`config.mk`:
```
export PLATFORM = sky130hd
export DESIGN_NAME = uart_ftw_rx
export DESIGN_NICKNAME = d
export VERILOG_FILES = /design/src/rtl/uart_ftw_rx.sv
export SDC_FILE = /design/constraint.sdc
export NUM_CORES = 1
export LEC_CHECK = 0
export ABC_AREA = 1
export CAP_MARGIN = 10
export CORE_UTILIZATION = 55
export CTS_CLUSTER_SIZE = 12
export DETAILED_ROUTE_END_ITERATION = 10
export MAX_ROUTING_LAYER = met4
export PLACE_DENSITY_LB_ADDON = 0.2
export SLEW_MARGIN = 10
export SYNTH_ARGS = -nofsm -noshare
export SYNTH_HDL_FRONTEND = slang
export SYNTH_SLANG_ARGS = --single-unit
```
`constraint.sdc`:
```
create_clock -name clk -period 2 [get_ports clk]
set_input_delay 0.5 -clock clk [delete_from_list [all_inputs] [get_ports clk]]
set_output_delay 0.5 -clock clk [all_outputs]
set_load 0.1 [all_outputs]
```
`src/rtl/uart_ftw_rx.sv`:
```
// 8N1 UART receiver plus frame assembler: HEADER, FTW_BYTES payload bytes (MSB first)
// and an XOR checksum byte; a validated frame updates ftw with a one-cycle ftw_valid.
module uart_ftw_rx #(
  parameter int                     CLKS_PER_BIT = 87,
  parameter int                     FTW_BYTES    = 4,
  parameter logic [7:0]             HEADER       = 8'hA5,
  parameter int                     TIMEOUT_BITS = 20,
  parameter logic [8*FTW_BYTES-1:0] FTW_RESET    = '0
) (
  input  logic                     clk,
  input  logic                     rst,
  input  logic                     rx,
  output logic [8*FTW_BYTES-1:0]   ftw,
  output logic                     ftw_valid,
  output logic                     frame_err,
  output logic                     busy
);

  localparam int W        = 8 * FTW_BYTES;
  localparam int CW       = $clog2(CLKS_PER_BIT);
  localparam int HALF     = CLKS_PER_BIT / 2;
  localparam int TO_LIMIT = TIMEOUT_BITS * CLKS_PER_BIT;
  localparam int TW       = $clog2(TO_LIMIT + 1);
  localparam int BCW      = $clog2(FTW_BYTES + 1);

  typedef enum logic [1:0] {RX_IDLE, RX_START, RX_DATA, RX_STOP} rx_state_t;
  typedef enum logic [1:0] {AS_HUNT, AS_PAYLOAD, AS_CHECK} as_state_t;

  // Synchronizer flops reset high so a reset never manufactures a start edge.
  logic rx_meta, rx_sync, rx_prev;

  rx_state_t       rx_state_q, rx_state_d;
  logic [CW-1:0]   bit_cnt_q, bit_cnt_d;
  logic [2:0]      bit_idx_q, bit_idx_d;
  logic [7:0]      rx_shift_q, rx_shift_d;
  logic            byte_stb_q, byte_stb_d;
  logic            stop_err_q, stop_err_d;

  as_state_t       as_state_q, as_state_d;
  logic [BCW-1:0]  byte_cnt_q, byte_cnt_d;
  logic [7:0]      xor_acc_q, xor_acc_d;
  logic [W-1:0]    shadow_q, shadow_d;
  logic [TW-1:0]   to_cnt_q, to_cnt_d;
  logic [W-1:0]    ftw_d;
  logic            ftw_valid_d, frame_err_d;

  always_ff @(posedge clk) begin
    if (rst) begin
      rx_meta    <= 1'b1;
      rx_sync    <= 1'b1;
      rx_prev    <= 1'b1;
      rx_state_q <= RX_IDLE;
      bit_cnt_q  <= '0;
      bit_idx_q  <= '0;
      rx_shift_q <= '0;
      byte_stb_q <= 1'b0;
      stop_err_q <= 1'b0;
      as_state_q <= AS_HUNT;
      byte_cnt_q <= '0;
      xor_acc_q  <= '0;
      shadow_q   <= '0;
      to_cnt_q   <= '0;
      ftw        <= FTW_RESET;
      ftw_valid  <= 1'b0;
      frame_err  <= 1'b0;
    end else begin
      rx_meta    <= rx;
      rx_sync    <= rx_meta;
      rx_prev    <= rx_sync;
      rx_state_q <= rx_state_d;
      bit_cnt_q  <= bit_cnt_d;
      bit_idx_q  <= bit_idx_d;
      rx_shift_q <= rx_shift_d;
      byte_stb_q <= byte_stb_d;
      stop_err_q <= stop_err_d;
      as_state_q <= as_state_d;
      byte_cnt_q <= byte_cnt_d;
      xor_acc_q  <= xor_acc_d;
      shadow_q   <= shadow_d;
      to_cnt_q   <= to_cnt_d;
      ftw        <= ftw_d;
      ftw_valid  <= ftw_valid_d;
      frame_err  <= frame_err_d;
    end
  end

  // Byte receiver: sample mid-bit, return to idle at the stop sample.
  always_comb begin
    rx_state_d = rx_state_q;
    bit_cnt_d  = bit_cnt_q;
    bit_idx_d  = bit_idx_q;
    rx_shift_d = rx_shift_q;
    byte_stb_d = 1'b0;
    stop_err_d = 1'b0;
    case (rx_state_q)
      RX_IDLE: begin
        bit_cnt_d = '0;
        if (rx_prev && !rx_sync) rx_state_d = RX_START;
      end
      RX_START: begin
        if (bit_cnt_q == CW'(HALF - 1)) begin
          bit_cnt_d  = '0;
          bit_idx_d  = '0;
          rx_state_d = rx_sync ? RX_IDLE : RX_DATA;
        end else begin
          bit_cnt_d = bit_cnt_q + CW'(1);
        end
      end
      RX_DATA: begin
        if (bit_cnt_q == CW'(CLKS_PER_BIT - 1)) begin
          bit_cnt_d  = '0;
          rx_shift_d = {rx_sync, rx_shift_q[7:1]};
          bit_idx_d  = bit_idx_q + 3'd1;
          if (bit_idx_q == 3'd7) rx_state_d = RX_STOP;
        end else begin
          bit_cnt_d = bit_cnt_q + CW'(1);
        end
      end
      RX_STOP: begin
        if (bit_cnt_q == CW'(CLKS_PER_BIT - 1)) begin
          bit_cnt_d  = '0;
          byte_stb_d = rx_sync;
          stop_err_d = !rx_sync;
          rx_state_d = RX_IDLE;
        end else begin
          bit_cnt_d = bit_cnt_q + CW'(1);
        end
      end
      default: rx_state_d = RX_IDLE;
    endcase
  end

  // Frame assembler. ftw_valid / frame_err are single-cycle event strobes with
  // no back-pressure: the consumer must act on ftw in the cycle ftw_valid is high.
  always_comb begin
    as_state_d  = as_state_q;
    byte_cnt_d  = byte_cnt_q;
    xor_acc_d   = xor_acc_q;
    shadow_d    = shadow_q;
    to_cnt_d    = to_cnt_q;
    ftw_d       = ftw;
    ftw_valid_d = 1'b0;
    frame_err_d = 1'b0;
    case (as_state_q)
      AS_HUNT: begin
        to_cnt_d = '0;
        if (byte_stb_q && rx_shift_q == HEADER) begin
          as_state_d = AS_PAYLOAD;
          byte_cnt_d = '0;
          xor_acc_d  = '0;
        end
      end
      AS_PAYLOAD, AS_CHECK: begin
        if (stop_err_q || to_cnt_q == TW'(TO_LIMIT)) begin
          as_state_d  = AS_HUNT;
          frame_err_d = 1'b1;
          to_cnt_d    = '0;
        end else if (byte_stb_q) begin
          to_cnt_d = '0;
          if (as_state_q == AS_PAYLOAD) begin
            shadow_d   = W'({shadow_q, rx_shift_q});
            xor_acc_d  = xor_acc_q ^ rx_shift_q;
            byte_cnt_d = byte_cnt_q + BCW'(1);
            if (byte_cnt_q == BCW'(FTW_BYTES - 1)) as_state_d = AS_CHECK;
          end else begin
            as_state_d = AS_HUNT;
            if (rx_shift_q == xor_acc_q) begin
              ftw_d       = shadow_q;
              ftw_valid_d = 1'b1;
            end else begin
              frame_err_d = 1'b1;
            end
          end
        end else begin
          to_cnt_d = to_cnt_q + TW'(1);
        end
      end
      default: as_state_d = AS_HUNT;
    endcase
  end

  assign busy = (as_state_q != AS_HUNT);

endmodule

```
== Yosys cells after proc, flatten, opt, wreduce, memory -nomap -nowiden ==
Index checks and enable logic that the tools add are counted.
Widths: inputs -> output; s select.
Storage, ports and cells
  bits in writable memories: 0
  output and inout port bits: 35
  memory bits (read-only): 0
  register bits after elaboration: 115
  word-level logic and storage cells: 109
  memories: 0
  bits in latches: 0
  input bits: 3
Operators by class
  divide/modulo/power cells: 0
  shifts and indexed selects: 0
  reductions and logical operators: 21
  multiply operators: 0
  bitwise logic cells: 7
  muxes and demuxes: 37
  equality and inequality tests: 23
  add/sub/neg operators: 4
  $lt $le $gt $ge: 0
Operators by type and width (count)
  $mux 8: 4
  $mux 11: 2
  $mux 2: 11
  $pmux 11 s2: 1
  $pmux 7 s3: 1
  $mux 3: 6
  $ne 2x2->1 const B: 9
  $pmux 8 s2: 1
  $reduce_and 5->1: 3
  $mux 7: 2
  $pmux 3 s2: 2
  $add 11x1->11 const B: 1
  $eq 11x11->1 const B: 1
  $eq 8x8->1: 1
  $eq 8x8->1 const B: 1
  $pmux 2 s4: 1
  $xor 8x8->8: 1
  $add 7x1->7 const B: 1
  $eq 7x6->1 const B: 1
  $eq 7x7->1 const B: 1
  $add 3x1->3 const B: 2
  $eq 2x2->1 const B: 3
  $not 1->1: 6
  $reduce_and 3->1: 2
  other kinds (17): 28

== Depth between registers and ports, before layout ==
Gate-level depths: netlist of the first run.
  word-level depth: 6
  mapped depth: 11
  mapped depth without buffers: 11

== Worst setup path after synthesis of the first run ==
Ideal clock, no wire load.
  path kind: register -> output
  from: reg as_state_q[0]
  to: out busy
  cell stages (with the launch flop): 4
  arrival time: 1.280 ns
  setup slack: 0.220 ns
  path through: dfxtp_1 -> inv_1 -> ha_1 -> inv_1
On the way
  word-level cells in the longest chain between the ends: 1
Ends and longest elaborated chain
  start: declaration: RTL line 39  | as_state_t as_state_q, as_state_d;
  start signal: assignment: RTL line 76  | as_state_q <= as_state_d;
  $reduce_bool 2->1: RTL line 182  | assign busy = (as_state_q != AS_HUNT);
  end: declaration: RTL line 16  | output logic busy
Every way passes these cells.

== Worst setup path in the final report of the first run ==
Same ends and word-level chain as after synthesis.

==> flow_summary.yaml, run 1 <==
clocking:
  cts_root_buffer: "clkbuf_8"
  clock_latency_ns: 0.52
  tritoncts_num_sinks: 115
  clk_pin_slew_ns: 0.06
  cts-hold-fix-buffers: 0
  tritoncts: "built"
  cts-root-to-sink-buffers: 2
  ctsHtreeMaxLevel: 4
  cts_made_buffers: 17
finish:
  areaGrowthSynthToFinish_pct: 22.97
  final_cell_mix: "nor2_1, nand2_1, dfxtp_1, inv_1, o21ai_0"
  number_of_filler_cells_placed_in_the_layout: 688
  register_area_um2: 2306
  multi_input_comb_area_um2: 2273
  final_nets: 752
  final_std_cell_area_no_fill_um2: 6143
  drive_gt1_share_pct: 14.42
  mostFrequentLayoutCell: "nor2_1"
  insertedDiodeCount: 0
placement:
  portBuffers: 37
  dp_hpwl_um: 6738
  postPlaceCellArea_um2: 5544
  routabilityCongestion: 0.8402
synthesis:
  synth.lib_cells_used.distinct: 32
  synthesis.instances: 697
  multiplexer_fraction_of_the_synthesized_cell_area_pct: 0
  syn_area_um2: 4996
  sequential_area_share_after_synthesis_pct: 46.08
  synth-async-reset-ratio_pct: 0
  netlist.top_cell.by_area: "dfxtp_1"
  synth_enable_flop_cells: 0
  synth_ff_type: "dfxtp_1"
  synth-seq-cells: 115
  netlist.area_leader.share_pct: 46.08
  synth_top_family_by_area: "simple AND/OR/NAND/NOR gates"
  mappedNetlistNets: 713
  post_synth_fa_ha_maj_area_fraction_pct: 3.256
  post_synth_xor_area_fraction_pct: 2.630
  netlist_top_cells_area: "dfxtp_1, nor2_1, nand2_1"
  synthesis.area_per_instance_um2: 7.168
  synth_compound_gate_area_share_pct: 6.912
  synth_simple_gate_area_share_pct: 32.61
  yosys_warnings: 0
sta:
  hold_viol: 0
  layout_worst_path_cycle_share_pct: 96.19
  setup_viol: 0
  max_freq_ghz: 0.5198
  grt_setup_unrepaired: "no"
  timing.clock.skew_ns: 0.01193
  final.min_clock_period_ns: 1.924
  final_max_slew_viol_count: 0
  hold_slack_ns: 0.4205
  worst-slew-pin-transition_ns: 0.5231
  max-slew-margin-rel_pct: 65.07
  fin_setup_tns_ns: 0
run_status:
  status: "finished, final reports clean"
floorplan:
  core_region_area_um2: 8763
  floorplan.die.width_um: 97.31
  initial_core_util_pct: 57.01
  floorplan.rows: 34
  die_height_um: 97.31
  io-pin-count: 38
  die_area_um2: 9469
routing:
  drc: 0
  viasPerCell: 4.966
  detail_route.iter0.violations: 211
  avgRoutedWirePerCell_um: 12.16
  detailroute.via_count: 4256
  drt.antenna.violating_nets: 0
  wl_um: 10420
  drt-pass1-iter-count: 5
setup_path:
  timing.setup.critical_path_class: "reg -> out"
  element_type_at_the_critical_path_start: "flop"
  worst-endpoint-required_ns: 1.50
  critical_path_fanouts_max: 5
  worst_reg2reg_startpoint: "as_state_q[1]"
  setup.worst_path.end_class: "output pin"
  crit_path_start: "as_state_q[0]"
  worst_ep_arrival_time_ns: 1.42
global_route:
  grt_pass1_vias: 4026
  grt_antenna_before_repair: 0
  grt_first_pass_wirelength_um: 18010
  grt_start_max_net_pins: 61
  gr-total-overflow: 0
  track_usage_pct: 24.07
hold_path:
  holdCritStartpoint: "rx_meta"
  worstHoldPathType: "reg -> reg"
power_and_ir_drop:
  worst_ir_drop_vdd_mv: 0.5752
  p_leak_nw: 2.646
  power_density_nw_per_um2: 867.0
run:
  total_of_max_cap_violations: 0
[registers in the layout, summed over array words and instances, names as in the netlist, 3 cells and up, named ones only]
register,count
bit_cnt_q,7
bit_idx_q,3
byte_cnt_q,3
ftw,32
rx_shift_q,8
shadow_q,32
to_cnt_q,11
xor_acc_q,8
[power by group]
part | switching (W) | internal [W]
registers | 0.0000140 | 0.00231
logic | 0.0000852 | 0.0000525
clock network | 0.00113 | 0.00173
[cell usage after synthesis, types with 3 or more instances]
master,n
or2_2,12
a21oi_1,17
nand2_1,126
nand4_1,6
nor3_1,7
nand3_1,23
buf_1,4
nor2_1,202
nor3b_1,4
o21ai_1,4
buf_6,6
xnor2_1,10
inv_1,64
clkbuf_1,6
o21ai_0,42
dfxtp_1,115
ha_1,13
xor2_1,5
buf_2,10
buf_4,3
nor2_2,4
[timing repair]
item / in CTS / in global routing
resized for setup: 2 / 3
setup endpoints to repair: 1 / 24
gates cloned: 0 / 1
pin swaps: 0 / 1
buffers inserted: 0 / 0
[critical path: stages (launching register included)]
cell and delay, ns:
dfxtp_4 0.36, inv_1 0.06, ha_2 0.21, inv_1 0.10, buf_12 0.18
[final cells by class]
cell class,count,area share (%)
clock inverter,13,2.016
timing repair buffer,49,10.02
tap,108,2.200
inverter,66,4.033
multi-input combinational,487,37.01
clock buffer,19,7.189
sequential,115,37.54
[worst paths after layout]
path                            endpoint  slack (ns)  depth (start not counted)
worst max-delay path                busy        0.08                          4
worst min-delay path             rx_sync        0.42                          1
worst max register to register   ftw[23]        0.14                         10
worst min register to register   rx_sync        0.42                          1
[cell families after synthesis]
logic type,count (synthesis)
buffers and inverters,95
adder cells (fa/ha/maj),13
XOR/XNOR,15
AO/OA/AOI/OAI,67
AND/OR/NAND/NOR,392
flip-flops,115
[per-stage QoR]
stage	worst slack, ns	util [%]	instances	total power (W)
final	0.07611	70.10	857	0.005326
after global routing	0.008105	70.10	857	0.005484
after CTS	0.02607	69.76	856	0.005367
after detailed placement	0.08582	63.26	824	0.002513
after global placement	0.1667	63.26	824	0.002508
after floorplan	0.2201	-	697	0.002478
[routing by layer]
layer	vias to the layer above	track usage (%)	wire, um
met5	-	-	0
met4	0	9.389	120
met3	12	5.396	326
met2	66	40.30	5195
met1	1944	28.17	4781
li1	2234	-	-
Note: power is estimated with default switching activity, not from simulation.
==> run 2: changes to the inputs <==
--- a/config.mk
+++ b/config.mk
@@ -5,7 +5,6 @@
 export SDC_FILE = /design/constraint.sdc
 export NUM_CORES = 1
 export LEC_CHECK = 0
-export ABC_AREA = 1
 export CAP_MARGIN = 10
 export CORE_UTILIZATION = 55
 export CTS_CLUSTER_SIZE = 12
==> run 2 against run 1 <==
Net effect:
- first-iteration DRC count shrank 6.2%
- synthesized cell count shrank 19%
- die area grew 3.8%
- total power grew 0.43%
- flip-flop and latch count is the same
- setup slack lost 0.028 ns
- core utilization grew 0.22 points
- combinational power shrank 47%
- sequential power is essentially flat
- synthesized area grew 3.9%
- non-clock buffer count grew 13
- critical path type is now reg -> reg
- highest routed layer unchanged
==> flow_summary.yaml, run 2 <==
clocking:
  clk_pin_slew_ns: 0.06
  cts_made_buffers: 17
  clock_latency_ns: 0.52
  ctsHtreeMaxLevel: 4
  cts_root_buffer: "clkbuf_8"
  cts-root-to-sink-buffers: 2
  tritoncts_num_sinks: 115
  tritoncts: "built"
power_and_ir_drop:
  power.internal_w: 0.004134
  power_density_nw_per_um2: 827.2
  switching_share_pct: 22.71
  worst_ir_drop_vdd_mv: 0.6780
  power.share.combinational_pct: 1.4
  sw_power_w: 0.001215
  p_leak_nw: 2.216
  power.sequential.fraction_pct: 43.0
  power.clock.fraction_pct: 55.7
synthesis:
  synth-seq-cells: 115
  netlist.area_leader.share_pct: 44.34
  syn_area_um2: 5192
  synth.lib_cells_used.distinct: 57
  synth_common_cells: "dfxtp_1, nand2_1, nand2b_1, mux2i_1, a21oi_1"
  yosys_warnings: 0
  mappedNetlistNets: 582
  synth_ff_type: "dfxtp_1"
  synthesis.instances: 566
  post-synth-top-count-cell: "dfxtp_1"
  synthesis.area_per_instance_um2: 9.174
  sequential_area_share_after_synthesis_pct: 44.34
  synth_enable_flop_cells: 0
  synth-async-reset-ratio_pct: 0
  netlist.top_cell.by_area: "dfxtp_1"
  netlist_top_cells_area: "dfxtp_1, nand2b_1, mux2i_1"
setup_path:
  element_type_at_the_critical_path_start: "flop"
  setup.worst_path.end_class: "flop"
  cp-endpoint: "xor_acc_q[1]"
  rr_endpoint: "xor_acc_q[1]"
  worst_reg2reg_startpoint: "as_state_q[1]"
  critical_path_fanouts_max: 9
  register_to_register_setup_slack_ns: 0.05
  worst_ep_arrival_time_ns: 2.36
  worst-endpoint-required_ns: 2.41
  number_of_cell_instances_on_the_worst_register_to_register_path: 8
  timing.setup.critical_path_class: "reg -> reg"
  crit_path_start: "as_state_q[1]"
global_route:
  grt_start_max_net_pins: 125
  track_usage_pct: 23.99
  grt_pass1_vias: 3996
  gr-total-overflow: 0
  grt_first_pass_wirelength_um: 18250
  grt_antenna_before_repair: 0
finish:
  final_std_cell_area_no_fill_um2: 6467
  number_of_filler_cells_placed_in_the_layout: 668
  final_cell_mix: "dfxtp_1, nand2_1, nand2b_1, buf_4, mux2i_1"
  final_nets: 633
  mostFrequentLayoutCell: "dfxtp_1"
  insertedDiodeCount: 0
  areaGrowthSynthToFinish_pct: 24.55
  register_area_um2: 2303
  top_regs: "ftw (32), shadow_q (32), to_cnt_q (11)"
  multi_input_comb_area_um2: 2678
  drive_gt1_share_pct: 18.73
routing:
  detail_route.iter0.violations: 198
  wl_um: 10590
  drt-pass1-iter-count: 4
  detailroute.via_count: 4063
  drc: 0
  avgRoutedWirePerCell_um: 14.30
  drt.antenna.violating_nets: 0
  viasPerCell: 5.483
placement:
  dp_hpwl_um: 6796
  portBuffers: 37
  postPlaceCellArea_um2: 5844
  routabilityCongestion: 0.8290
floorplan:
  die_area_um2: 9834
  floorplan.die.width_um: 99.17
  initial_core_util_pct: 56.46
  io-pin-count: 38
  die_height_um: 99.17
  core_region_area_um2: 9196
  floorplan.rows: 35
sta:
  final_max_slew_viol_count: 0
  max-slew-margin-rel_pct: 63.54
  fin_setup_tns_ns: 0
  layout_worst_path_cycle_share_pct: 97.57
  setup_viol: 0
  final.min_clock_period_ns: 1.951
  hold_viol: 0
  worst-slew-pin-transition_ns: 0.5457
  timing.clock.skew_ns: 0.01124
  max_freq_ghz: 0.5124
run:
  total_of_max_cap_violations: 0
run_status:
  status: "finished, final reports clean"
hold_path:
  worstHoldPathType: "in -> reg"
[run 2: cell count changes in the layout (fill, tap and decap cells not counted), sizes merged, moves of 13 or more]
cell | before | now
a21oi | 18 | 40
buf | 46 | 61
inv | 71 | 27
mux2i | 0 | 43
nand2 | 127 | 75
nand2b | 0 | 69
nand3 | 25 | 12
nor2 | 207 | 32
o21ai | 46 | 3
[run 2: power by group through the flow]
stage | clock (W) | sequential, W | combinational [W]
global route | 0.00312 | 0.00230 | 0.0000791
global placement | 0 | 0.00235 | 0.0000723
finish | 0.00298 | 0.00230 | 0.0000728
floorplan | 0 | 0.00235 | 0.0000657
detailed placement | 0 | 0.00235 | 0.0000729
CTS | 0.00302 | 0.00230 | 0.0000727
[run 2: through the flow]
stage	total power, W	setup WS (ns)	utilization (%)	hold slack [ns]	std cells
finish	0.005350	0.04857	70.33	0.3969	741
global route	0.005498	-0.02590	70.33	0.3948	741
CTS	0.005389	0.005458	70.07	0.3777	738
detailed placement	0.002423	-0.007094	63.55	0.3975	706
global placement	0.002422	0.1045	63.55	0.3974	706
floorplan	0.002413	0.02919	-	0.3895	566
[run 2: cells by family after synthesis]
group,Yosys count,share of synthesized area (%)
muxes,44,8.506
DFF,115,44.34
and+or+nand+nor,254,26.84
adders and majority gates,13,3.133
xor gates and xnor gates,21,3.542
AOI/OAI and AO/OA,68,8.964
buffers and inverters,51,4.675
[run 2: how the worst min path moves through the flow]
stage / startpoint / to / slack [ns] / cells past startpoint
after floorplan: rx_meta / rx_sync / 0.39 / 1
after global placement: rx_meta / rx_sync / 0.40 / 1
after detailed placement: rx_meta / rx_sync / 0.40 / 1
after CTS: rst / ftw_valid / 0.38 / 3
after global routing: rst / ftw_valid / 0.39 / 3
final: rst / ftw_valid / 0.40 / 3
[run 2: cell type report]
type,instances,share of cell area (%)
clock buffers,17,6.404
inverters,21,1.277
clock inverters,15,2.631
well taps,111,2.147
multi-input cells,400,41.40
repair buffers,62,10.52
flip-flops and latches,115,35.62
[run 2: timing repair]
action | in CTS | in global routing
resized for setup | 3 | 2
setup buffers | 0 | 3
cloned | 0 | 0
pin swaps | 0 | 1
hold buffers | 0 | 0
endpoints found under the setup margin | 4 | 22
[run 2: layer usage]
metal | up-vias | GRT usage, % | part of all wire [%]
met3 | 24 | 5.762 | 3.2
li1 | 2040 | - | -
met4 | 0 | 9.729 | 2.0
met2 | 77 | 38.08 | 48
met1 | 1922 | 29.51 | 47
met5 | - | - | 0
[run 2: critical path: stages (launching register included)]
cell and delay, ns:
dfxtp_2 0.35, inv_2 0.07, ha_4 0.26, buf_4 0.14
nand3b_1 0.14, o41ai_4 0.48, buf_4 0.20, nand4_1 0.10
o311ai_1 0.11
